==> src/rtl/concat_packer.sv <==
// concat_packer: packs a stream of 6-bit {a,b} fields into wide words.
// NUM_WORDS fields form one output word; the first accepted field lands in
// the MSBs. A flush request emits a partially filled word with unused low
// slots reading zero.
//
// Ports:
//   clk, rst              clock, synchronous active-high reset
//   in_valid/in_ready     input handshake, a[3:0] and b[1:0] form one field
//   flush                 single-cycle request to emit the current partial word
//   out_valid/out_ready   output handshake
//   out_data              packed word, field k at [6*(NUM_WORDS-k)-1 -: 6]
//   out_count             number of valid fields in out_data (1..NUM_WORDS)
module concat_packer #(
  parameter int NUM_WORDS = 4,
  localparam int CW = $clog2(NUM_WORDS + 1)
) (
  input  logic                   clk,
  input  logic                   rst,
  input  logic                   in_valid,
  output logic                   in_ready,
  input  logic [3:0]             a,
  input  logic [1:0]             b,
  input  logic                   flush,
  output logic                   out_valid,
  input  logic                   out_ready,
  output logic [6*NUM_WORDS-1:0] out_data,
  output logic [CW-1:0]          out_count
);

  typedef enum logic {FILL = 1'b0, HOLD = 1'b1} state_t;

  state_t                 state, state_nxt;
  logic [CW-1:0]          cnt, cnt_nxt, cnt_inc;
  logic [6*NUM_WORDS-1:0] data_q, data_nxt;
  logic [CW-1:0]          ocnt_q, ocnt_nxt;
  logic                   accept;

  // Handshake flags decode straight from the state register.
  assign in_ready  = (state == FILL);
  assign out_valid = (state == HOLD);
  assign out_data  = data_q;
  assign out_count = ocnt_q;

  assign accept  = in_valid & (state == FILL);
  assign cnt_inc = cnt + CW'(accept);

  always_comb begin
    state_nxt = state;
    cnt_nxt   = cnt;
    data_nxt  = data_q;
    ocnt_nxt  = ocnt_q;
    unique case (state)
      FILL: begin
        // Write the incoming field into slot cnt (slot 0 is the MSB field).
        if (accept) begin
          for (int k = 0; k < NUM_WORDS; k++) begin
            if (cnt == CW'(k)) data_nxt[6*(NUM_WORDS-k)-1 -: 6] = {a, b};
          end
        end
        // A full word takes priority; a coincident flush is absorbed by it.
        if (cnt_inc == CW'(NUM_WORDS)) begin
          state_nxt = HOLD;
          ocnt_nxt  = CW'(NUM_WORDS);
          cnt_nxt   = '0;
        end else if (flush && cnt_inc != '0) begin
          state_nxt = HOLD;
          ocnt_nxt  = cnt_inc;
          cnt_nxt   = '0;
        end else begin
          cnt_nxt   = cnt_inc;
        end
      end
      HOLD: begin
        // Word stays frozen until taken; flush and input are ignored here.
        if (out_ready) begin
          state_nxt = FILL;
          data_nxt  = '0;
          ocnt_nxt  = '0;
        end
      end
      default: state_nxt = FILL;
    endcase
  end

  always_ff @(posedge clk) begin
    if (rst) begin
      state  <= FILL;
      cnt    <= '0;
      data_q <= '0;
      ocnt_q <= '0;
    end else begin
      state  <= state_nxt;
      cnt    <= cnt_nxt;
      data_q <= data_nxt;
      ocnt_q <= ocnt_nxt;
    end
  end

endmodule
==> config.mk <==
export PLATFORM = sky130hd
export DESIGN_NAME = concat_packer
export DESIGN_NICKNAME = d
export VERILOG_FILES = /design/src/rtl/concat_packer.sv
export SDC_FILE = /design/constraint.sdc
export NUM_CORES = 1
export LEC_CHECK = 0
export BUFFER_PORTS_ARGS = -buffer_cell sky130_fd_sc_hd__buf_2
export CAP_MARGIN = 20
export CORE_MARGIN = 2
export CORE_UTILIZATION = 53
export DETAILED_ROUTE_END_ITERATION = 8
export PLACE_DENSITY_LB_ADDON = 0.2
export SETUP_SLACK_MARGIN = 0.02
export SYNTH_ARGS = -nofsm -noshare
export SYNTH_HDL_FRONTEND = slang
export SYNTH_SLANG_ARGS = --single-unit
==> constraint.sdc <==
create_clock -name clk -period 3 [get_ports clk]
set_input_delay 0.15 -clock clk [delete_from_list [all_inputs] [get_ports clk]]
set_output_delay 0.15 -clock clk [all_outputs]
set_load 0.01 [all_outputs]
==> results of run 1 <==
## metal layers
layer / track usage / vias up / wire (um) / part of all wire
li1: - / 778 / - / -
met1: 0.326 / 760 / 1900 / 0.45
met2: 0.377 / 57 / 1930 / 0.46
met3: 0.0584 / 10 / 267 / 0.064
met4: 0.114 / 0 / 90 / 0.022
met5: 0 / - / 0 / 0
## worst register-to-register path: stages (launching register included)
cell	delay, ns
dfxtp_1	0.61
nor2b_1	0.10
ha_1	0.20
ha_1	0.33
o21ba_2	0.25
a211oi_1	0.34
o21a_1	0.18
## cell type report
| type | count | area [sq um] | area share |
|---|---|---|---|
| Multi-Input combinational cell | 125 | 916 | 0.483 |
| Tap cell | 33 | 41.3 | 0.0218 |
| Timing Repair Buffer | 42 | 218 | 0.115 |
| Clock buffer | 8 | 68.8 | 0.0363 |
| Inverter | 8 | 30.0 | 0.0159 |
| Sequential cell | 31 | 621 | 0.328 |
## final timing paths
| path | end | slack (ns) | start | cells after the start |
|---|---|---|---|---|
| max | out_valid$_SDFF_PP0_ | 0.94 | out_valid$_SDFF_PP0_ | 6 |
| min | out_count[0]$_SDFFE_PP0P_ | 0.13 | flush | 3 |
| max reg2reg | out_valid$_SDFF_PP0_ | 0.94 | out_valid$_SDFF_PP0_ | 6 |
| min reg2reg | out_count[1]$_SDFFE_PP0P_ | 0.47 | out_count[1]$_SDFFE_PP0P_ | 2 |
## cell usage in the layout (no fill, tap or decap), types with 2 or more instances in the layout
cell type / instances
a21o_1: 2
a2111oi_0: 5
nand4_1: 2
or3b_2: 3
a21oi_1: 8
clkbuf_8: 2
or3_1: 2
o21ai_1: 2
buf_2: 39
dfxtp_1: 31
nor2_1: 9
or3b_1: 2
a311o_1: 5
inv_1: 7
nor2b_1: 3
nor3b_1: 2
ha_1: 2
a221o_1: 5
nand2_1: 15
buf_4: 3
and3_1: 5
o221ai_1: 11
nor3_1: 6
o2111a_1: 5
nand3_1: 4
o211ai_1: 5
clkbuf_4: 5
o2111ai_1: 10
xnor2_1: 2
## power breakdown
group          internal [mW]  leakage (nW)  switching [mW]
registers              0.435         0.251          0.0256
logic                 0.0784         0.467           0.139
clock network          0.138        0.0386           0.146
## state kept, by name, indices dropped and copies added (netlist names)
name	flops
cnt	3
out_count	3
out_data	24
out_valid	1
## per-stage QoR
step / cell area [sq um] / total power, mW / util / cells / worst slack, ns
after detailed placement: 1830 / 0.682 / 0.608 / 239 / 0.996
after global placement: 1830 / 0.674 / 0.608 / 239 / 1.08
after floorplan: 1660 / 0.621 / - / 182 / 0.717
after CTS: 1890 / 0.958 / 0.631 / 247 / 0.981
after global routing: 1890 / 1.00 / 0.631 / 247 / 0.763
final: 1890 / 0.961 / 0.631 / 247 / 0.943
## kinds of logic (layout without fill, tap and decap cells)
group	count (synthesis)	count (layout)	share of synthesized area
AO/OA/AOI/OAI	62	62	0.314
AND/OR/NAND/NOR	59	59	0.213
flip-flops	31	31	0.375
buffers and inverters	26	58	0.0718
adder cells (fa/ha/maj)	2	2	0.0151
XOR/XNOR	2	2	0.0106
==> impl_metrics.csv, run 1 <==
group,metric,value,unit
outcome,status,"finished clean",
clock_network,cts_max_path_buffers,2,
sta,period_minus_slack,2.06,ns
synthesis,ys_ff_latch,31,
clock_network,clock-sinks,31,
sta,fin_setup_tns,0,ns
job,drv_cap,0,
placed_design,dp_hpwl,2.90,mm
grt,grt_first_pass_wirelength,6.62,mm
drt,drt_wl_total,4.18,mm
sta,grt_setup_unrepaired,"false",
clock_network,htree_levels,2,
synthesis,synth_common_cells,"dfxtp_1, nand2_1, o221ai_1, o2111ai_1, nor2_1",
drt,drt-initial-drc-count,68,
synthesis,netlist.area_leader.share,0.375,
worst_setup_path,critPathMaxStageDelay,0.61,ns
drt,wl_per_cell,16.9,um
synthesis,syn_avg_cell_area,9.10,sq um
final_layout,final_nets,226,
sta,setup_viol,0,
synthesis,yosysMostFrequentCell,"dfxtp_1",
power_and_ir_drop,power_density,507,mW/mm^2
synthesis,yosys_most_used_dff,"dfxtp_1",
floorplanning,start_util,0.551,
clock_network,insertion_delay,0.34,ns
worst_setup_path,worstSetupPathType,"flop to flop",
hold_path,worst_hold_path_type,"input port to flop",
clock_network,path_clk_slew,0.09,ns
power_and_ir_drop,ir_worst_vdd,0.290,mV
worst_setup_path,worstPathCellList,"nor2b_1 > ha_1 > ha_1 > o21ba_2 > a211oi_1 > o21a_1",
worst_setup_path,path_common_cell,"ha_1",
sta,clock_skew,0.00387,ns
synthesis,ys_warn_count,0,
clock_network,post_cts_resize_count,0,
synthesis,netlist_area,0.00166,sq mm
synthesis,synthArstFlopShare,0,
sta,finalMaxSlewViolations,0,
drt,antenna_left,0,
clock_network,cts_hold_buf,0,
clock_network,cts_tree,"yes",
placed_design,port-buffer-count,39,
power_and_ir_drop,leakagePower,0.757,nW
clock_network,cts_setup_buffers,0,
floorplanning,io_pins,40,
clock_network,cts_buffers,5,
final_layout,n_fill_cell,271,
final_layout,layout-drive-gt1-share,0.271,
synthesis,synth_cell_type_count,40,
drt,vias_per_cell,6.50,
sta,hold_ws,0.132,ns
synthesis,yosysSeqAreaShare,0.375,
synthesis,synth_edf_count,0,
grt,grt_pass1_vias,1429,
grt,grt_overflow_total,0,
worst_setup_path,arrival,2.35,ns
worst_setup_path,crit_family,"compound AO/OA/AOI/OAI gates",
sta,final-hold-violation-count,0,
final_layout,syn_to_final_growth,14.4,%
grt,antenna_found_initial,0,
floorplanning,die_h,59.9,um
placed_design,place_congestion,0.764,
sta,fmax,486,MHz
floorplanning,core-area,0.00300,sq mm
drt,drc,0,
drt,drtPass1Iterations,4,
synthesis,syn_inst,182,
worst_setup_path,endpoint_kind,"flop",
clock_network,clockRootBuffer,"clkbuf_4",
drt,vias,1605,
floorplanning,dieWidth,59.9,um
synthesis,synth_area_leaders,"dfxtp_1, o221ai_1, o2111ai_1",
worst_setup_path,crit_required,3.29,ns
synthesis,syn_nets,195,
worst_setup_path,crit_buf_inv,0,
sta,tightest_slew,1.04,ns
floorplanning,dieArea,0.00359,sq mm
synthesis,yosysTopAreaCell,"dfxtp_1",
grt,grt_max_degree,41,
worst_setup_path,cp_slowest_cell,"dfxtp_1",
grt,track_usage,0.247,
final_layout,antenna_cells,0,
sta,slew_headroom,0.305,
worst_setup_path,crit_path_max_fanout,17,
floorplanning,num_rows,20,
worst_setup_path,start_kind,"flop",
sta,finalCritPeriodShare,0.686,
Note: power is estimated with default switching activity, not from simulation.
==> run 2: changes to the inputs <==
--- a/config.mk
+++ b/config.mk
@@ -8,7 +8,7 @@
 export BUFFER_PORTS_ARGS = -buffer_cell sky130_fd_sc_hd__buf_2
 export CAP_MARGIN = 20
 export CORE_MARGIN = 2
-export CORE_UTILIZATION = 53
+export CORE_UTILIZATION = 47
 export DETAILED_ROUTE_END_ITERATION = 8
 export PLACE_DENSITY_LB_ADDON = 0.2
 export SETUP_SLACK_MARGIN = 0.02
==> constraint.sdc (replaced) <==
create_clock -name clk -period 1.7 [get_ports clk]
set_input_delay 0.085 -clock clk [delete_from_list [all_inputs] [get_ports clk]]
set_output_delay 0.085 -clock clk [all_outputs]
set_load 0.01 [all_outputs]
==> run 2 against run 1 <==
- clock power rose by 48%
- sequential power rose by 76%
- largest power group unchanged
- setup slack got worse by 0.86 ns
- power rose by 75%
- final area rose by 5.7%
- routed wire length rose by 7.5%
- critical endpoint is now out_count[0]$_SDFFE_PP0P_
==> impl_metrics.csv, run 2 (synthesis results as in run 1) <==
group,metric,value,unit
outcome,status,"finished clean",
final_layout,finish.utilization,0.595,
drt,wl_per_cell,16.6,um
sta,slew_headroom,0.584,
drt,wl_met1,2.10,mm
clock_network,clockRootBuffer,"clkbuf_4",
floorplanning,core-area,0.00336,sq mm
worst_setup_path,endpoint_kind,"flop",
sta,clock_skew,0.0137,ns
clock_network,htree_levels,2,
grt,grt_overflow_total,0,
hold_path,hold_depth,2,
final_layout,fin_cells,270,
worst_setup_path,arrival,1.85,ns
drt,drt-initial-drc-count,56,
grt,grt_first_pass_wirelength,7.25,mm
floorplanning,dieWidth,63.3,um
drt,wl_met3,253,um
worst_setup_path,crit_path_max_fanout,8,
hold_path,worst_hold_path_type,"input port to flop",
sta,tightest_slew,0.624,ns
final_layout,n_fill_cell,329,
power_and_ir_drop,p_sw,0.570,mW
power_and_ir_drop,p_int,1.11,mW
power_and_ir_drop,power_density,840,mW/mm^2
sta,setup_viol,0,
power_and_ir_drop,ir_worst_vdd,0.431,mV
sta,grt_setup_unrepaired,"false",
drt,top_layer,"met4",
final_layout,regArea,623,sq um
placed_design,post-place-cells,260,
floorplanning,dieArea,0.00401,sq mm
sta,hold_ws,0.0189,ns
power_and_ir_drop,clockPowerShare,0.250,
grt,grt_max_degree,23,
job,drv_cap,0,
power_and_ir_drop,seq_power_share,0.481,
clock_network,cts_buffers,5,
floorplanning,io_pins,40,
drt,antenna_left,0,
clock_network,cts_hold_buf,0,
placed_design,port-buffer-count,39,
final_layout,largest_reg_flops,24,
sta,final-hold-violation-count,0,
floorplanning,die_h,63.3,um
clock_network,clock-sinks,31,
clock_network,insertion_delay,0.34,ns
grt,antenna_found_initial,0,
sta,period_minus_slack,1.62,ns
worst_setup_path,worstSetupPathType,"flop to flop",
worst_setup_path,crit_required,1.93,ns
power_and_ir_drop,p_comb_frac,0.269,
sta,finalMaxSlewViolations,0,
clock_network,cts_tree,"yes",
sta,fmax,617,MHz
final_layout,antenna_cells,0,
power_and_ir_drop,switching_share,0.339,
drt,vias,1627,
placed_design,dp_hpwl,3.25,mm
power_and_ir_drop,leakagePower,0.793,nW
clock_network,cts_max_path_buffers,2,
final_layout,syn_to_final_growth,20.9,%
floorplanning,num_rows,21,
worst_setup_path,rr_worst_depth,6,
drt,drtPass1Iterations,4,
power_and_ir_drop,power,1.68,mW
worst_setup_path,start_kind,"flop",
grt,track_usage,0.231,
grt,grt_pass1_vias,1528,
drt,drc,0,
clock_network,path_clk_slew,0.11,ns
drt,vias_per_cell,6.03,
final_layout,final_cell_mix,"buf_2, dfxtp_1, nand2_1",
drt,drt_wl_total,4.49,mm
floorplanning,start_util,0.492,
final_layout,multi_input_area,945,sq um
sta,finalCritPeriodShare,0.953,
final_layout,final_common_cell,"buf_2",
placed_design,place_congestion,0.827,
final_layout,layout-drive-gt1-share,0.335,
drt,wl_met2,2.09,mm
final_layout,final_nets,236,
[run 2: changes by cell type in the layout (fill, tap and decap cells not counted), moves of 2 or more]
cell / delta
buf_4: +10
dfxtp_2: +2
dfxtp_1: -2
ha_1: -2
clkbuf_8: -2
[run 2: path summary, 6_finish.rpt]
path	end	slack (ns)	startpoint
max reg2reg	out_count[0]$_SDFFE_PP0P_	0.08	out_valid$_SDFF_PP0_
min	out_data[5]$_SDFFE_PP0P_	0.02	rst
min reg2reg	out_count[0]$_SDFFE_PP0P_	0.47	out_count[0]$_SDFFE_PP0P_
max	out_count[0]$_SDFFE_PP0P_	0.08	out_valid$_SDFF_PP0_
[run 2: area by class of cell]
cell class / count / area share
Sequential cell: 31 / 0.311
Multi-Input combinational cell: 125 / 0.472
Tap cell: 46 / 0.0287
Clock inverter: 1 / 0.00250
Inverter: 8 / 0.0169
Clock buffer: 7 / 0.0225
Timing Repair Buffer: 52 / 0.146
[run 2: per-layer routing]
metal	GRT usage	vias to the layer above
li1	-	801
met1	0.289	776
met2	0.379	42
met3	0.0732	8
met4	0.0679	0
met5	0	-
[run 2: power groups by stage]
| stage | Sequential, mW | Clock [mW] | Combinational, mW |
|---|---|---|---|
| after floorplan | 0.831 | 0 | 0.298 |
| after global placement | 0.819 | 0 | 0.418 |
| after detailed placement | 0.824 | 0 | 0.425 |
| after CTS | 0.807 | 0.427 | 0.427 |
| after global routing | 0.815 | 0.464 | 0.487 |
| final | 0.809 | 0.420 | 0.452 |
[run 2: what timing repair did]
item                       CTS  global route
setup endpoints to repair    0             6
buffers inserted             0             2
resized for setup            0             4
[run 2: through the flow]
stage | area (sq um) | setup TNS, ns | setup WS, ns
global placement | 1920 | 0 | 0.113
global route | 2000 | 0 | 0.0251
CTS | 1970 | 0 | 0.0402
finish | 2000 | 0 | 0.0803
floorplan | 1700 | -0.970 | -0.215
detailed placement | 1920 | 0 | 0.0579
[run 2: worst max-delay path: stages (launching register included)]
cell      delay (ns)
dfxtp_2         0.38
nor2b_2         0.12
ha_2            0.19
ha_4            0.21
or3_1           0.39
o221ai_2        0.16
o21ai_1         0.08
